[src/rtl/strobe_gen_pkg.sv]
// Shared types and constants for the strobe generator.
// Optional feature macro: STROBE_GEN_TICK_CNT_EN (per-channel tick counters).
package strobe_gen_pkg;

  // Configuration word width used by the packed config record; the top
  // carries the runtime divisor at its own DIV_W.
  localparam int PKG_DIV_W = 16;

  // Divisor value that parks a channel (no ticks).
  localparam int DIV_IDLE = 0;

  // Width of each per-channel tick counter.
  localparam int TICK_CNT_W = 8;

  typedef struct packed {
    logic                 en;
    logic [PKG_DIV_W-1:0] div;
  } ch_cfg_t;

endpackage

[src/rtl/strobe_gen_if.sv]
// Configuration port of the strobe generator (valid/ready write channel).
interface strobe_gen_if #(
  parameter int NUM_CH = 4,
  parameter int DIV_W  = 16
);
  localparam int CH_W = (NUM_CH > 1) ? $clog2(NUM_CH) : 1;

  logic             cfg_valid;
  logic             cfg_ready;
  logic [CH_W-1:0]  cfg_ch;
  logic             cfg_en;
  logic [DIV_W-1:0] cfg_div;

  modport master (output cfg_valid, output cfg_ch, output cfg_en, output cfg_div,
                  input cfg_ready);
  modport slave  (input cfg_valid, input cfg_ch, input cfg_en, input cfg_div,
                  output cfg_ready);
endinterface

[src/rtl/strobe_gen_ch.sv]
// One strobe channel: down-counter, shadow config and pending flag.
// With STROBE_GEN_TICK_CNT_EN defined, tick_set flags the edge that raises tick.
module strobe_gen_ch
  import strobe_gen_pkg::*;
#(
  parameter int DIV_W   = 16,
  parameter int RST_DIV = 0,
  parameter int RST_EN  = 0
) (
  input  logic             clk,
  input  logic             rst,
  input  logic             cfg_wr,
  input  logic             cfg_en,
  input  logic [DIV_W-1:0] cfg_div,
  input  logic             sync,
  output logic             tick,
  output logic             busy
`ifdef STROBE_GEN_TICK_CNT_EN
  ,
  output logic             tick_set
`endif
);

  logic             en_q, en_d;
  logic [DIV_W-1:0] div_q, div_d;
  logic [DIV_W-1:0] cnt_q, cnt_d;
  logic             pend_q, pend_d;
  logic             sh_en_q, sh_en_d;
  logic [DIV_W-1:0] sh_div_q, sh_div_d;
  logic             tick_q, tick_d;
  logic             active;

  // Counter start value for a freshly applied config (0 when parked).
  function automatic logic [DIV_W-1:0] reload(input logic en, input logic [DIV_W-1:0] div);
    return (en && (div != DIV_W'(DIV_IDLE))) ? div - DIV_W'(1) : '0;
  endfunction

  // A channel only "runs" with a non-zero divisor; a parked channel with
  // en=1, div=0 takes new config immediately since it never reaches a
  // terminal count.
  assign active = en_q && (div_q != DIV_W'(DIV_IDLE));

  // Next-state: immediate config, sync realign, count/terminal handling.
  always_comb begin
    en_d     = en_q;
    div_d    = div_q;
    cnt_d    = cnt_q;
    pend_d   = pend_q;
    sh_en_d  = sh_en_q;
    sh_div_d = sh_div_q;
    tick_d   = 1'b0;
    if (cfg_wr && (!active || sync)) begin
      en_d  = cfg_en;
      div_d = cfg_div;
      cnt_d = reload(cfg_en, cfg_div);
    end else if (sync) begin
      if (pend_q) begin
        en_d   = sh_en_q;
        div_d  = sh_div_q;
        cnt_d  = reload(sh_en_q, sh_div_q);
        pend_d = 1'b0;
      end else if (active) begin
        cnt_d = div_q - DIV_W'(1);
      end
    end else if (active) begin
      if (cnt_q == '0) begin
        tick_d = 1'b1;
        if (pend_q) begin
          en_d   = sh_en_q;
          div_d  = sh_div_q;
          cnt_d  = reload(sh_en_q, sh_div_q);
          pend_d = 1'b0;
        end else begin
          cnt_d = div_q - DIV_W'(1);
        end
      end else begin
        cnt_d = cnt_q - DIV_W'(1);
      end
      // Accept at terminal count still ticks with the old divisor; the new
      // value waits for the following terminal count.
      if (cfg_wr) begin
        sh_en_d  = cfg_en;
        sh_div_d = cfg_div;
        pend_d   = 1'b1;
      end
    end else begin
      cnt_d = '0;
    end
  end

  // Channel state registers.
  always_ff @(posedge clk or posedge rst) begin
    if (rst) begin
      en_q     <= (RST_EN != 0);
      div_q    <= DIV_W'(RST_DIV);
      cnt_q    <= '0;
      pend_q   <= 1'b0;
      sh_en_q  <= 1'b0;
      sh_div_q <= '0;
      tick_q   <= 1'b0;
    end else begin
      en_q     <= en_d;
      div_q    <= div_d;
      cnt_q    <= cnt_d;
      pend_q   <= pend_d;
      sh_en_q  <= sh_en_d;
      sh_div_q <= sh_div_d;
      tick_q   <= tick_d;
    end
  end

  assign tick = tick_q;
  assign busy = pend_q;
`ifdef STROBE_GEN_TICK_CNT_EN
  assign tick_set = tick_d;
`endif

endmodule

[src/rtl/strobe_gen.sv]
// Multi-channel strobe generator: config decode, ready mux, channel array.
// Optional macro STROBE_GEN_TICK_CNT_EN adds cnt_clr and 8-bit tick_cnt per channel.
module strobe_gen
  import strobe_gen_pkg::*;
#(
  parameter int NUM_CH  = 4,
  parameter int DIV_W   = 16,
  parameter int RST_DIV = 0,
  parameter int RST_EN  = 0
) (
  input  logic              clk,
  input  logic              rst,
  strobe_gen_if.slave       cfg,
  input  logic              sync,
  output logic [NUM_CH-1:0] tick,
  output logic [NUM_CH-1:0] busy
`ifdef STROBE_GEN_TICK_CNT_EN
  ,
  input  logic                         cnt_clr,
  output logic [NUM_CH*TICK_CNT_W-1:0] tick_cnt
`endif
);

  localparam int CH_W = (NUM_CH > 1) ? $clog2(NUM_CH) : 1;

  logic              cfg_acc;
  logic [NUM_CH-1:0] cfg_wr;

  // Ready follows the addressed channel's pending flag; unknown channels accept.
  always_comb begin
    cfg.cfg_ready = 1'b1;
    for (int i = 0; i < NUM_CH; i++) begin
      if (cfg.cfg_ch == CH_W'(i)) cfg.cfg_ready = ~busy[i];
    end
  end

  assign cfg_acc = cfg.cfg_valid & cfg.cfg_ready;

  // One-hot write strobe; out-of-range channels match nothing and are dropped.
  always_comb begin
    cfg_wr = '0;
    for (int i = 0; i < NUM_CH; i++) begin
      cfg_wr[i] = cfg_acc && (cfg.cfg_ch == CH_W'(i));
    end
  end

`ifdef STROBE_GEN_TICK_CNT_EN
  logic [NUM_CH-1:0] tick_set;
`endif

  for (genvar g = 0; g < NUM_CH; g++) begin : g_ch
    strobe_gen_ch #(
      .DIV_W  (DIV_W),
      .RST_DIV(RST_DIV),
      .RST_EN (RST_EN)
    ) u_ch (
      .clk     (clk),
      .rst     (rst),
      .cfg_wr  (cfg_wr[g]),
      .cfg_en  (cfg.cfg_en),
      .cfg_div (cfg.cfg_div),
      .sync    (sync),
      .tick    (tick[g]),
      .busy    (busy[g])
`ifdef STROBE_GEN_TICK_CNT_EN
      ,
      .tick_set(tick_set[g])
`endif
    );
  end

`ifdef STROBE_GEN_TICK_CNT_EN
  logic [TICK_CNT_W-1:0] tick_cnt_q [NUM_CH];
  logic [TICK_CNT_W-1:0] tick_cnt_d [NUM_CH];

  // Counts advance on the edge that raises tick, so the count always equals
  // the ticks visible so far; clear beats increment.
  always_comb begin
    for (int i = 0; i < NUM_CH; i++) begin
      tick_cnt_d[i] = tick_cnt_q[i];
      if (cnt_clr)          tick_cnt_d[i] = '0;
      else if (tick_set[i]) tick_cnt_d[i] = tick_cnt_q[i] + TICK_CNT_W'(1);
    end
  end

  // Tick counter registers.
  always_ff @(posedge clk or posedge rst) begin
    if (rst) begin
      for (int i = 0; i < NUM_CH; i++) tick_cnt_q[i] <= '0;
    end else begin
      for (int i = 0; i < NUM_CH; i++) tick_cnt_q[i] <= tick_cnt_d[i];
    end
  end

  // Flatten counters onto the output bus, channel 0 in the low byte.
  always_comb begin
    for (int i = 0; i < NUM_CH; i++) tick_cnt[i*TICK_CNT_W +: TICK_CNT_W] = tick_cnt_q[i];
  end
`endif

endmodule

[src/flat_wrapper.sv]
// flat-port wrapper written by rule: the top's interface ports become plain ports
module strobe_gen_flat import strobe_gen_pkg::*;
#(
  parameter int NUM_CH  = 4,
  parameter int DIV_W   = 16,
  parameter int RST_DIV = 0,
  parameter int RST_EN  = 0
)
  (clk, rst, sync, tick, busy, cfg_cfg_valid, cfg_cfg_ch, cfg_cfg_en, cfg_cfg_div, cfg_cfg_ready);
  strobe_gen_if #(.NUM_CH(NUM_CH), .DIV_W(DIV_W)) cfg_i ();
  input  logic clk;
  input  logic rst;
  input  logic sync;
  output logic [NUM_CH-1:0] tick;
  output logic [NUM_CH-1:0] busy;
  input wire logic [$bits(cfg_i.cfg_valid)-1:0] cfg_cfg_valid;
  input wire logic [$bits(cfg_i.cfg_ch)-1:0] cfg_cfg_ch;
  input wire logic [$bits(cfg_i.cfg_en)-1:0] cfg_cfg_en;
  input wire logic [$bits(cfg_i.cfg_div)-1:0] cfg_cfg_div;
  output wire logic [$bits(cfg_i.cfg_ready)-1:0] cfg_cfg_ready;
  assign cfg_i.cfg_valid = cfg_cfg_valid;
  assign cfg_i.cfg_ch = cfg_cfg_ch;
  assign cfg_i.cfg_en = cfg_cfg_en;
  assign cfg_i.cfg_div = cfg_cfg_div;
  assign cfg_cfg_ready = cfg_i.cfg_ready;
  strobe_gen #(.NUM_CH(NUM_CH), .DIV_W(DIV_W), .RST_DIV(RST_DIV), .RST_EN(RST_EN)) u_core (.clk(clk), .rst(rst), .cfg(cfg_i), .sync(sync), .tick(tick), .busy(busy));
endmodule
[config.mk]
export PLATFORM = sky130hd
export DESIGN_NAME = strobe_gen_flat
export DESIGN_NICKNAME = d
export VERILOG_FILES = /design/src/rtl/strobe_gen_pkg.sv /design/src/rtl/strobe_gen_if.sv /design/src/rtl/strobe_gen_ch.sv /design/src/rtl/strobe_gen.sv /design/src/flat_wrapper.sv
export SDC_FILE = /design/constraint.sdc
export NUM_CORES = 1
export LEC_CHECK = 0
export CAP_MARGIN = 25
export CORE_UTILIZATION = 25
export CTS_CLUSTER_SIZE = 8
export DETAILED_ROUTE_END_ITERATION = 8
export PLACE_DENSITY = 0.42
export RECOVER_POWER = 25
export SYNTH_ARGS = -nofsm -noshare
export SYNTH_HDL_FRONTEND = slang
export SYNTH_HIERARCHICAL = 1
export SYNTH_SLANG_ARGS = --single-unit
[constraint.sdc]
create_clock -name clk -period 6.96 [get_ports clk]
set_clock_uncertainty 0.1 [all_clocks]
set_input_delay 1.044 -clock clk [delete_from_list [all_inputs] [get_ports clk]]
set_output_delay 1.044 -clock clk [all_outputs]
set_load 0.02 [all_outputs]
# == Word level (Yosys, flattened, before mapping) ==
# Cells that the tools add are included.
# classes
n_addsub,13
mux,109
n_mul,0
order_cmp,0
shifts,0
eq_ne,7
n_div,0
bitwise_logic,10
n_reduce_logical,67
# ops
operator,count
16-bit 2-to-1 mux,53
16-bit by 1-bit subtractor with 16-bit output (second input constant),13
16-bit nonzero test,9
16-bit logical NOT,4
1-bit 2-to-1 mux,56
3-bit nonzero test,12
1-bit logical AND,17
4-bit by 1-bit inequality test with 1-bit output (second input constant),4
4-bit AND reduction,4
3-bit AND reduction,4
1-bit NOT,9
2-bit AND reduction,4
2-bit nonzero test,4
2-bit == test (second input constant),2
1-bit logical NOT,4
1-bit logical OR,4
2-bit by 1-bit == test with 1-bit output (second input constant),1
2-bit logical NOT,1
1-bit AND,1
# word_totals
ff_bits,208
latchBits,0
rom_bits,0
ram_bits,0
elab_cells,234
n_memories,0
input_bits,23
output_inout_bits,9

# == Longest topological paths before layout ==
# Gate-level depths: netlist of the first run.
# depth
depth_word,10
ltp_mapped,11
depth_no_buf,8

# == By module ==
# The synthesis of the first run kept the hierarchy.
# modules_own_cells
module,cells_per_inst,area_per_inst_um2,instances,seq_area_each_um2
strobe_gen_ch at u_core.g_ch[0].u_ch ...,450,3882.5,2,1301.2
strobe_gen_ch at u_core.g_ch[3].u_ch,452,3887.5,1,1301.2
strobe_gen_ch at u_core.g_ch[2].u_ch,454,3777.4,1,1301.2
strobe_gen,7,61.3,1,0.0

# == Worst setup path before layout of the first run ==
# OpenSTA, ideal clock, no wires.
# synth_timing
path_type,input-to-reg
start,input cfg_cfg_ch[1]
end,register u_core.g_ch[0].u_ch.cnt_q[5]
arrival_ns,2.717
t_required_ns,6.734
path_stages,7
slack_ns,4.017
setup_ns,0.126
path_cell_list,nor4b_1 -> nand2b_1 -> clkbuf_1 -> or3_1 -> buf_2 -> o21ai_0 -> o32a_1
# synth_via
elab_chain_cells,9
# synth_lines
element,line_no,rtl
"start, declared",flat_wrapper.sv:17,input wire logic [$bits(cfg_i.cfg_ch)-1:0] cfg_cfg_ch;
2-bit logical NOT,"strobe_gen.sv:33, strobe_gen.sv:43",
1-bit 2-to-1 mux (4 in a row),strobe_gen.sv:33,if (cfg.cfg_ch == CH_W'(i)) cfg.cfg_ready = ~busy[i];
1-bit AND,strobe_gen.sv:37,assign cfg_acc = cfg.cfg_valid & cfg.cfg_ready;
1-bit logical AND (*),strobe_gen.sv:43,cfg_wr[i] = cfg_acc && (cfg.cfg_ch == CH_W'(i));
1-bit logical AND (*),strobe_gen_ch.sv:52,if (cfg_wr && (!active || sync)) begin
4-bit by 1-bit inequality test with 1-bit output (no source line) / 16-bit 2-to-1 mux (equally long branches),n/a,
"end signal, assigned",strobe_gen_ch.sv:104,cnt_q <= cnt_d;
"end, declared",strobe_gen_ch.sv:26,"logic [DIV_W-1:0] cnt_q, cnt_d;"
# Every way passes the cells marked *; elsewhere a longest branch is shown, timed or not.
# A chain may end at the register's enable or synchronous reset.

==> results of run 1 <==
==> registers in the layout (all words and copies together), names as in the netlist <==
signal / count
u_core/g_ch.u_ch/cnt_q: 64
u_core/g_ch.u_ch/div_q: 64
u_core/g_ch.u_ch/sh_div_q: 64
u_core/g_ch.u_ch/busy: 4
u_core/g_ch.u_ch/en_q: 4
u_core/g_ch.u_ch/sh_en_q: 4
u_core/g_ch.u_ch/tick: 4
==> final cells by class <==
class	count	area, µm²
clock inverter	3	18.8
timing repair buffer	73	636
antenna	1	2.50
fill	6554	43200
multi-input combinational	1469	9730
tap	782	978
clock buffer	38	832
sequential	208	5200
inverter	50	188
==> cell usage after synthesis, types with 10 or more instances <==
cell type and instances:
sky130_fd_sc_hd__a21oi_1 105, sky130_fd_sc_hd__a22oi_1 22, sky130_fd_sc_hd__a2bb2oi_1 11, sky130_fd_sc_hd__a31oi_1 47, sky130_fd_sc_hd__buf_2 14, sky130_fd_sc_hd__clkbuf_1 58
sky130_fd_sc_hd__dfrtp_1 208, sky130_fd_sc_hd__ha_1 24, sky130_fd_sc_hd__inv_1 50, sky130_fd_sc_hd__mux2_1 15, sky130_fd_sc_hd__mux2_2 51, sky130_fd_sc_hd__mux2i_1 55
sky130_fd_sc_hd__nand2_1 141, sky130_fd_sc_hd__nand2b_1 16, sky130_fd_sc_hd__nand3_1 52, sky130_fd_sc_hd__nand4_1 21, sky130_fd_sc_hd__nor2_1 208, sky130_fd_sc_hd__nor2b_1 15
sky130_fd_sc_hd__nor3_1 82, sky130_fd_sc_hd__nor3b_1 21, sky130_fd_sc_hd__nor4_1 54, sky130_fd_sc_hd__o211ai_1 10, sky130_fd_sc_hd__o21ai_0 63, sky130_fd_sc_hd__o22ai_1 40
sky130_fd_sc_hd__or3_1 23, sky130_fd_sc_hd__or4_1 21, sky130_fd_sc_hd__xnor2_1 89, sky130_fd_sc_hd__xor2_1 86
==> per-layer routing <==
metal	vias to the layer above	routed length (µm)	track usage
li1	6738	-	-
met1	7090	27200	0.253
met2	413	25400	0.282
met3	78	2990	0.0262
met4	0	1160	0.0422
met5	-	0	0
==> cell families (layout without fill, tap and decap cells) <==
group,Yosys count,count (layout),synth area share
flip-flops,208,208,0.336
adder cells (fa/ha/maj),24,24,0.0194
AO/OA/AOI/OAI,408,408,0.170
multiplexers,122,122,0.0850
buffers and inverters,136,164,0.0376
other,0,1,0
AND/OR/NAND/NOR,738,738,0.251
XOR/XNOR,177,177,0.101
==> power by group through the flow <==
stage	logic [mW]	clock network (mW)	registers, mW
final	2.59	1.39	2.47
after global routing	2.86	1.47	2.55
after global placement	2.56	0	2.46
after CTS	2.58	1.44	2.45
after detailed placement	2.57	0	2.47
after floorplan	2.00	0	2.20
==> worst max-delay path by stage <==
stage | end | slack, ns | depth (start not counted)
global route | u_core/g_ch[0].u_ch/div_q[14] | 2.11 | 3
global placement | u_core/g_ch[1].u_ch/div_q[2] | 2.43 | 6
CTS | cfg_cfg_ready | 3.00 | 4
finish | u_core/g_ch[2].u_ch/cnt_q[14] | 2.76 | 3
detailed placement | u_core/g_ch[3].u_ch/sh_div_q[5] | 2.49 | 5
floorplan | u_core/g_ch[0].u_ch/cnt_q[5] | 4.02 | 7
==> per-stage QoR <==
step / hold slack, ns / setup WS, ns
2_1_floorplan: 0.381 / 4.02
3_3_place_gp: 0.407 / 2.43
3_5_place_dp: 0.417 / 2.49
4_1_cts: 0.432 / 3.00
5_1_grt: 0.462 / 2.11
6_report: 0.434 / 2.76
==> insert_results.sql, run 1 <==
INSERT INTO impl_metrics (metric_group, metric, value, unit) VALUES
('outcome', 'status', 'complete, but fails checks', ''),
('outcome', 'violations', 'max-capacitance violations, max-slew violations', ''),
('power_and_ir_drop', 'reported_leakage_power', '6.73', 'nW'),
('floorplan', 'io_pins', '32', ''),
('worst_setup_path', 'critPathKind', 'in2async', ''),
('floorplan', 'die-area', '0.0630', 'mm²'),
('global_routing', 'globalRouteOverflowTotal', '0', ''),
('power_and_ir_drop', 'power.ir.vdd_worst', '0.157', 'mV'),
('power_and_ir_drop', 'internal-power', '3.66', 'mW'),
('detailed_routing', 'initialDrtViolationCount', '1242', ''),
('worst_setup_path', 'worstPathBufferInverterCount', '3', ''),
('timing', 'timing.final.setup_violations', '0', ''),
('timing', 'period_minus_slack', '4.20', 'ns'),
('power_and_ir_drop', 'share_seq_of_total_power', '0.383', ''),
('final_layout', 'post_layout_nonfiller_instances', '2624', ''),
('worst_setup_path', 'cp_max_fo', '52', ''),
('synth', 'yosys.area.top_type', 'sky130_fd_sc_hd__dfrtp_1', ''),
('worst_setup_path', 'timing.critical_path.to_type', 'async pin', ''),
('clock_tree', 'ctsHtreeMaxLevel', '1', ''),
('clock_tree', 'max-clock-path-buffers', '3', ''),
('detailed_routing', 'drtAntennaViolNets', '0', ''),
('synth', 'postSynthRegisterBits', '208', ''),
('hold_path', 'holdCritPathClass', 'reg2reg', ''),
('final_layout', 'area_growth_syn_to_layout', '13.6', '%'),
('worst_setup_path', 'r2r-start', 'u_core/g_ch[3].u_ch/div_q[0]', ''),
('power_and_ir_drop', 'power.share.clock', '0.215', ''),
('worst_setup_path', 'cp_data_required_time', '6.85', 'ns'),
('global_routing', 'grtUsageTotal', '0.178', ''),
('synth', 'syn_avg_cell_area', '8.54', 'µm²'),
('place', 'gp_routability_congestion', '0.866', ''),
('detailed_routing', 'detail_route.first_pass.iterations', '5', ''),
('global_routing', 'grt_first_pass_wirelength', '87800', 'µm'),
('worst_setup_path', 'worstReg2RegEnd', 'u_core/g_ch[3].u_ch/div_q[5]', ''),
('global_routing', 'grt_pass1_vias', '14005', ''),
('synth', 'synth_seq_area_share', '0.336', ''),
('timing', 'final.period_utilization', '0.604', ''),
('floorplan', 'coreArea', '0.0608', 'mm²'),
('power_and_ir_drop', 'power_density', '366', 'mW/mm²'),
('detailed_routing', 'mean_routed_wirelength_per_cell', '21.6', 'µm'),
('floorplan', 'die_height', '251', 'µm'),
('power_and_ir_drop', 'sw_frac', '0.431', ''),
('timing', 'drv_slew', '212', ''),
('worst_setup_path', 'timing.critical_path.max_delay_family', 'buffers and inverters', ''),
('floorplan', 'start_util', '0.255', ''),
('clock_tree', 'cts-hold-fix-buffers', '0', ''),
('clock_tree', 'post_cts.repair.setup_buffers', '0', ''),
('clock_tree', 'clkTransAtPathRegs', '0.06', 'ns'),
('clock_tree', 'clock_sink_count', '208', ''),
('detailed_routing', 'detailroute.via_count', '14319', ''),
('place', 'placed_cell_area', '0.0168', 'mm²'),
('timing', 'final-hold-violation-count', '0', ''),
('job', 'cap_violations', '4', ''),
('worst_setup_path', 'cp_cell_sequence', 'dlygate4sd3_1, clkinv_1, clkbuf_1', ''),
('place', 'hpwl', '39300', 'µm'),
('synth', 'syn-instance-count', '1813', ''),
('synth', 'synth-main-ff-cell', 'sky130_fd_sc_hd__dfrtp_1', ''),
('clock_tree', 'cts-resized-gates', '0', ''),
('power_and_ir_drop', 'report.power.total', '6.44', 'mW'),
('worst_setup_path', 'timing.reg2reg.worst_path_depth', '9', ''),
('power_and_ir_drop', 'combPwrFrac', '0.402', ''),
('global_routing', 'grt_start_max_net_pins', '53', ''),
('hold_path', 'hold_path.startpoint', 'u_core/g_ch[2].u_ch/cnt_q[8]', ''),
('detailed_routing', 'detail_route.drc_violations', '0', ''),
('timing', 'tns', '0', 'ns'),
('synth', 'synth_top_cells_by_area', 'sky130_fd_sc_hd__dfrtp_1 (34%), sky130_fd_sc_hd__nor2_1 (5.0%), sky130_fd_sc_hd__xnor2_1 (5.0%)', ''),
('final_layout', 'utilization', '0.289', ''),
('worst_setup_path', 'worst-endpoint-arrival', '4.09', 'ns'),
('final_layout', 'most-common-layout-cells', 'sky130_fd_sc_hd__nor2_1 (208), sky130_fd_sc_hd__dfrtp_1 (208), sky130_fd_sc_hd__nand2_1 (141)', ''),
('hold_path', 'worst_hold_path.endpoint', 'u_core/g_ch[2].u_ch/cnt_q[8]', ''),
('final_layout', 'layout.nets', '1880', ''),
('synth', 'synthesized_area', '0.0155', 'mm²');
Power figures use the tool's default switching activity.
==> inputs of run 2 (changes only) <==
==> constraint.sdc (replaced) <==
create_clock -name clk -period 4.1 [get_ports clk]
set_clock_uncertainty 0.1 [all_clocks]
set_input_delay 0.615 -clock clk [delete_from_list [all_inputs] [get_ports clk]]
set_output_delay 0.615 -clock clk [all_outputs]
set_load 0.02 [all_outputs]
==> run 2 against run 1 <==
Compared with the run above:
- the run now ends clean
- die area is the same
- highest routed layer unchanged
- clock power grew 65%
- global-route usage grew 0.63 points
- sequential cell count is the same
==> insert_results.sql, run 2 (synthesis results as in run 1) <==
INSERT INTO impl_metrics (metric_group, metric, value, unit) VALUES
('clock_tree', 'cts.root.buffer_cell', 'sky130_fd_sc_hd__clkbuf_16', ''),
('detailed_routing', 'detail_route.drc_violations', '0', ''),
('place', 'gp_routability_congestion', '0.906', ''),
('clock_tree', 'cts-resized-gates', '0', ''),
('floorplan', 'chipWidth', '251', 'µm'),
('timing', 'maxClockFrequency', '0.289', 'GHz'),
('detailed_routing', 'detail_route.first_pass.iterations', '5', ''),
('detailed_routing', 'initialDrtViolationCount', '1082', ''),
('place', 'placed_cell_area', '0.0171', 'mm²'),
('clock_tree', 'clock_sink_count', '208', ''),
('final_layout', 'multi_input_comb_area', '0.00972', 'mm²'),
('final_layout', 'layout.area.seq', '0.00520', 'mm²'),
('floorplan', 'rows', '90', ''),
('floorplan', 'io_pins', '32', ''),
('floorplan', 'coreArea', '0.0608', 'mm²'),
('timing', 'hold_slack', '0.425', 'ns'),
('hold_path', 'holdCritPathClass', 'reg2reg', ''),
('worst_setup_path', 'critPathKind', 'in2reg', ''),
('final_layout', 'final.fill_count', '6469', ''),
('floorplan', 'die-area', '0.0630', 'mm²'),
('detailed_routing', 'detailroute.via_count', '14482', ''),
('clock_tree', 'ctsHtreeMaxLevel', '1', ''),
('clock_tree', 'clk_latency', '0.60', 'ns'),
('final_layout', 'insertedDiodeCount', '0', ''),
('worst_setup_path', 'cp-start-kind', 'input pin', ''),
('timing', 'period_minus_slack', '3.47', 'ns'),
('worst_setup_path', 'r2r-start', 'u_core/g_ch[0].u_ch/div_q[0]', ''),
('final_layout', 'layout.nets', '1925', ''),
('timing', 'timing_worst_slew_pin_value', '1.43', 'ns'),
('worst_setup_path', 'worst-endpoint-arrival', '3.85', 'ns'),
('timing', 'drv_slew', '0', ''),
('global_routing', 'grt_pass1_vias', '14104', ''),
('timing', 'final_critical_path_setup_slack', '0.634', 'ns'),
('worst_setup_path', 'cp-startpoint', 'cfg_cfg_div[9]', ''),
('timing', 'final.period_utilization', '0.845', ''),
('clock_tree', 'clkTransAtPathRegs', '0.05', 'ns'),
('hold_path', 'hold_path.startpoint', 'u_core/g_ch[3].u_ch/sh_en_q', ''),
('timing', 'final-hold-violation-count', '0', ''),
('timing', 'slew-limit-headroom', '0.0481', ''),
('place', 'worst_slack_at_placement', '-0.0241', 'ns'),
('clock_tree', 'tritoncts', 'done', ''),
('global_routing', 'globalRouteOverflowTotal', '0', ''),
('clock_tree', 'post_cts.repair.setup_buffers', '0', ''),
('job', 'cap_violations', '0', ''),
('hold_path', 'hold-path-cell-count', '1', ''),
('outcome', 'status', 'finished, final reports clean', ''),
('global_routing', 'antenna_found_initial', '0', ''),
('place', 'hpwl', '42900', 'µm'),
('global_routing', 'grtUsageTotal', '0.184', ''),
('detailed_routing', 'drtAntennaViolNets', '0', ''),
('worst_setup_path', 'cp_max_fo', '9', ''),
('timing', 'timing.final.setup_violations', '0', ''),
('clock_tree', 'cts-hold-fix-buffers', '0', ''),
('detailed_routing', 'drt-vias-per-instance', '5.43', ''),
('final_layout', 'area_growth_syn_to_layout', '15.3', '%'),
('power_and_ir_drop', 'power_density', '611', 'mW/mm²'),
('place', 'buffer_ports.inserted', '31', ''),
('final_layout', 'largestRegisters', 'u_core/g_ch.u_ch/cnt_q x64, u_core/g_ch.u_ch/div_q x64, u_core/g_ch.u_ch/sh_div_q x64', ''),
('clock_tree', 'max-clock-path-buffers', '3', ''),
('final_layout', 'most-common-layout-cells', 'sky130_fd_sc_hd__nor2_1 (208), sky130_fd_sc_hd__dfrtp_1 (208), sky130_fd_sc_hd__nand2_1 (141)', ''),
('worst_setup_path', 'timing.critical_path.to_type', 'flip-flop', ''),
('worst_setup_path', 'timing.reg2reg.worst_path_depth', '9', ''),
('power_and_ir_drop', 'reported_leakage_power', '6.94', 'nW'),
('floorplan', 'die_height', '251', 'µm'),
('detailed_routing', 'routed_wirelength', '58200', 'µm'),
('clock_tree', 'tritoncts.num_buffers', '30', ''),
('power_and_ir_drop', 'power.ir.vdd_worst', '0.277', 'mV'),
('worst_setup_path', 'cp_data_required_time', '4.48', 'ns'),
('final_layout', 'postLayoutCellArea', '0.0179', 'mm²'),
('global_routing', 'grt_first_pass_wirelength', '89700', 'µm'),
('timing', 'rsz0062_at_grt', 'false', ''),
('floorplan', 'start_util', '0.255', ''),
('global_routing', 'grt_start_max_net_pins', '53', ''),
('detailed_routing', 'mean_routed_wirelength_per_cell', '21.8', 'µm'),
('final_layout', 'post_route_cells_drive_above_1_share', '0.119', '');
-- run 2: final cells by class --
class	instances	area share
clock inverter	1	0.000910
sequential	208	0.291
clock buffer	36	0.0444
timing repair buffer	119	0.0542
multi-input combinational	1469	0.544
inverter	50	0.0105
tap	782	0.0548
-- run 2: critical path, cell delays in order --
cell	delay, ns
sky130_fd_sc_hd__clkdlybuf4s50_1	0.72
sky130_fd_sc_hd__nor4_1	0.90
sky130_fd_sc_hd__nand2b_1	0.24
sky130_fd_sc_hd__o211ai_1	0.76
sky130_fd_sc_hd__nand2b_1	0.27
sky130_fd_sc_hd__a21oi_1	0.07
sky130_fd_sc_hd__a221o_1	0.26
-- run 2: metal layers --
| metal | routed length [µm] | vias to the layer above | GRT usage |
|---|---|---|---|
| met5 | 0 | - | 0 |
| met4 | 1680 | 0 | 0.0585 |
| met3 | 3240 | 90 | 0.0282 |
| met2 | 25900 | 451 | 0.289 |
| met1 | 27400 | 7118 | 0.259 |
| li1 | - | 6823 | - |
-- run 2: power breakdown --
group,internal [mW],switching [mW]
Sequential,2.87,1.31
Combinational,2.00,2.44
Clock,1.33,0.974
Total,6.20,4.73
-- run 2: final timing paths --
check	endpoint	slack (ns)
setup / recovery	u_core/g_ch[2].u_ch/cnt_q[5]	0.63
hold / removal	u_core/g_ch[3].u_ch/sh_en_q	0.43
setup reg to reg	u_core/g_ch[0].u_ch/cnt_q[13]	0.74
hold reg to reg	u_core/g_ch[3].u_ch/sh_en_q	0.43
max in group asynchronous	u_core/g_ch[3].u_ch/sh_div_q[7]	1.84
min in group asynchronous	u_core/g_ch[3].u_ch/cnt_q[11]	0.57
-- run 2: through the flow --
step / cells / utilization / setup TNS [ns] / total power [mW]
final: 2665 / 0.294 / 0 / 10.9
after detailed placement: 2628 / 0.281 / -0.0421 / 8.60
after CTS: 2665 / 0.294 / 0 / 11.0
after global placement: 2628 / 0.281 / 0 / 8.55
after global routing: 2665 / 0.294 / 0 / 11.7
after floorplan: 1813 / - / 0 / 7.13
==> inputs of run 3 (changes only) <==
==> constraint.sdc (replaced) <==
create_clock -name clk -period 3.61 [get_ports clk]
set_clock_uncertainty 0.1 [all_clocks]
set_input_delay 0.5415 -clock clk [delete_from_list [all_inputs] [get_ports clk]]
set_output_delay 0.5415 -clock clk [all_outputs]
set_load 0.02 [all_outputs]
==> run 3 against run 2 <==
Compared with the run above:
- register-to-register slack lost 0.21 ns
- worst hold slack lost 0.068 ns
- worst setup slack lost 0.11 ns
- sequential cell count is the same
- design area grew 0.74%
- clock power grew 17%
- critical path type is now reg2reg
==> insert_results.sql, run 3 (synthesis results as in run 1) <==
INSERT INTO impl_metrics (metric_group, metric, value, unit) VALUES
('detailed_routing', 'detailroute.via_count', '14664', ''),
('detailed_routing', 'mean_routed_wirelength_per_cell', '21.8', 'µm'),
('final_layout', 'most-common-layout-cells', 'sky130_fd_sc_hd__nor2_1 (208), sky130_fd_sc_hd__dfrtp_1 (208), sky130_fd_sc_hd__nand2_1 (141)', ''),
('power_and_ir_drop', 'sw_frac', '0.430', ''),
('clock_tree', 'post_cts.repair.setup_buffers', '0', ''),
('final_layout', 'layout.nets', '1935', ''),
('timing', 'tns', '0', 'ns'),
('timing', 'final.period_utilization', '0.854', ''),
('floorplan', 'die_height', '251', 'µm'),
('worst_setup_path', 'cp-start-kind', 'flip-flop', ''),
('clock_tree', 'cts-resized-gates', '0', ''),
('floorplan', 'io_pins', '32', ''),
('power_and_ir_drop', 'reported_leakage_power', '7.02', 'nW'),
('hold_path', 'holdCritPathClass', 'in2reg', ''),
('timing', 'period_minus_slack', '3.08', 'ns'),
('place', 'buffer_ports.inserted', '31', ''),
('power_and_ir_drop', 'power.net_switching', '5.40', 'mW'),
('timing', 'drv_slew', '0', ''),
('global_routing', 'globalRouteOverflowTotal', '0', ''),
('detailed_routing', 'drtAntennaViolNets', '0', ''),
('worst_setup_path', 'critPathKind', 'reg2reg', ''),
('floorplan', 'rows', '90', ''),
('worst_setup_path', 'worst-endpoint-arrival', '3.45', 'ns'),
('detailed_routing', 'routed_wirelength', '58500', 'µm'),
('power_and_ir_drop', 'power.share.clock', '0.215', ''),
('outcome', 'status', 'finished, final reports clean', ''),
('timing', 'rsz0062_at_grt', 'false', ''),
('power_and_ir_drop', 'internal-power', '7.15', 'mW'),
('power_and_ir_drop', 'combPwrFrac', '0.407', ''),
('clock_tree', 'clk_latency', '0.59', 'ns'),
('final_layout', 'multi_input_comb_area', '0.00972', 'mm²'),
('detailed_routing', 'detail_route.first_pass.iterations', '6', ''),
('global_routing', 'grtUsageTotal', '0.183', ''),
('final_layout', 'largestRegisters', 'u_core/g_ch.u_ch/cnt_q x64, u_core/g_ch.u_ch/div_q x64, u_core/g_ch.u_ch/sh_div_q x64', ''),
('clock_tree', 'ctsHtreeMaxLevel', '1', ''),
('place', 'gp_routability_congestion', '0.887', ''),
('final_layout', 'post_route_cells_drive_above_1_share', '0.123', ''),
('power_and_ir_drop', 'power.ir.vdd_worst', '0.347', 'mV'),
('power_and_ir_drop', 'power_density', '697', 'mW/mm²'),
('final_layout', 'area_growth_syn_to_layout', '16.2', '%'),
('global_routing', 'grt_start_max_net_pins', '53', ''),
('timing', 'slew-limit-headroom', '0.0388', ''),
('timing', 'maxClockFrequency', '0.324', 'GHz'),
('clock_tree', 'cts-hold-fix-buffers', '0', ''),
('worst_setup_path', 'timing.critical_path.to_type', 'flip-flop', ''),
('place', 'hpwl', '43100', 'µm'),
('floorplan', 'start_util', '0.255', ''),
('clock_tree', 'clkTransAtPathRegs', '0.06', 'ns'),
('job', 'cap_violations', '0', ''),
('worst_setup_path', 'cp_max_fo', '13', ''),
('global_routing', 'grt_pass1_vias', '14058', ''),
('final_layout', 'final.fill_count', '6446', ''),
('place', 'worst_slack_at_placement', '0.293', 'ns'),
('power_and_ir_drop', 'share_seq_of_total_power', '0.378', ''),
('floorplan', 'die-area', '0.0630', 'mm²'),
('detailed_routing', 'detail_route.drc_violations', '0', ''),
('clock_tree', 'tritoncts', 'done', ''),
('worst_setup_path', 'cp_data_required_time', '3.98', 'ns'),
('timing', 'final-hold-violation-count', '0', ''),
('floorplan', 'coreArea', '0.0608', 'mm²'),
('timing', 'timing.final.setup_violations', '0', ''),
('detailed_routing', 'drt-vias-per-instance', '5.47', ''),
('floorplan', 'chipWidth', '251', 'µm'),
('clock_tree', 'max-clock-path-buffers', '3', ''),
('clock_tree', 'tritoncts.num_buffers', '31', ''),
('clock_tree', 'clock_sink_count', '208', ''),
('clock_tree', 'cts.root.buffer_cell', 'sky130_fd_sc_hd__clkbuf_16', ''),
('detailed_routing', 'initialDrtViolationCount', '1373', ''),
('timing', 'timing_worst_slew_pin_value', '1.44', 'ns'),
('global_routing', 'antenna_found_initial', '3', ''),
('final_layout', 'layout.area.seq', '0.00520', 'mm²'),
('global_routing', 'grt_first_pass_wirelength', '89500', 'µm'),
('timing', 'final_critical_path_setup_slack', '0.528', 'ns');
==> run 3: changes by cell type in the layout (fill, tap and decap cells not counted), sizes merged <==
cell and change:
clkinv -1, clkbuf +5, inv +2, diode +1, buf +8, dlymetal6s4s +1
==> run 3: cell type report <==
class	count	area share
repair buffers	128	0.0584
inverters	50	0.0104
diodes	1	0.000139
clock buffers	41	0.0468
multi-input cells	1469	0.540
well taps	782	0.0544
flip-flops and latches	208	0.289
clock inverters	2	0.000765
==> run 3: power by group through the flow <==
stage | Sequential, mW | Combinational, mW | Clock, mW
final | 4.74 | 5.10 | 2.70
after floorplan | 4.24 | 3.85 | 0
after CTS | 4.72 | 5.08 | 2.79
after global placement | 4.72 | 5.01 | 0
after detailed placement | 4.74 | 5.04 | 0
after global routing | 4.91 | 5.63 | 2.87
==> run 3: routing by layer <==
metal | global-route usage | routed length [µm] | vias to the layer above
met4 | 0.0458 | 1470 | 0
met2 | 0.290 | 26400 | 453
met3 | 0.0217 | 3050 | 84
li1 | - | - | 6853
met1 | 0.264 | 27600 | 7274
met5 | 0 | 0 | -
==> run 3: final timing paths <==
check,startpoint,end,slack [ns],depth (start not counted)
worst max-delay path,u_core/g_ch[0].u_ch/div_q[0],u_core/g_ch[0].u_ch/cnt_q[13],0.53,8
worst min-delay path,cfg_cfg_div[2],u_core/g_ch[2].u_ch/div_q[2],0.36,3
worst max register to register,u_core/g_ch[0].u_ch/div_q[0],u_core/g_ch[0].u_ch/cnt_q[13],0.53,8
worst min register to register,u_core/g_ch[3].u_ch/sh_en_q,u_core/g_ch[3].u_ch/sh_en_q,0.45,1
max in group asynchronous,rst,u_core/g_ch[1].u_ch/div_q[13],0.62,3
min in group asynchronous,rst,u_core/g_ch[3].u_ch/tick,0.63,2
==> run 3: worst max-delay path, cell delays in order, from the launching register on <==
cell and delay [ns]:
sky130_fd_sc_hd__dfrtp_1 0.45, sky130_fd_sc_hd__inv_1 0.09, sky130_fd_sc_hd__ha_1 0.27, sky130_fd_sc_hd__nor4b_1 0.36, sky130_fd_sc_hd__nand4_1 0.27, sky130_fd_sc_hd__and2_1 0.29
sky130_fd_sc_hd__or3_1 0.60, sky130_fd_sc_hd__o21a_1 0.24, sky130_fd_sc_hd__a221o_1 0.29
==> run 3: through the flow <==
stage / util / std cells / total power, mW / hold slack (ns) / area [µm²]
floorplan: - / 1813 / 8.10 / 0.381 / 15500
global placement: 0.282 / 2637 / 9.73 / 0.420 / 17200
detailed placement: 0.282 / 2637 / 9.78 / 0.427 / 17200
CTS: 0.296 / 2680 / 12.6 / 0.337 / 18000
global route: 0.296 / 2680 / 13.4 / 0.365 / 18000
finish: 0.296 / 2681 / 12.6 / 0.357 / 18000
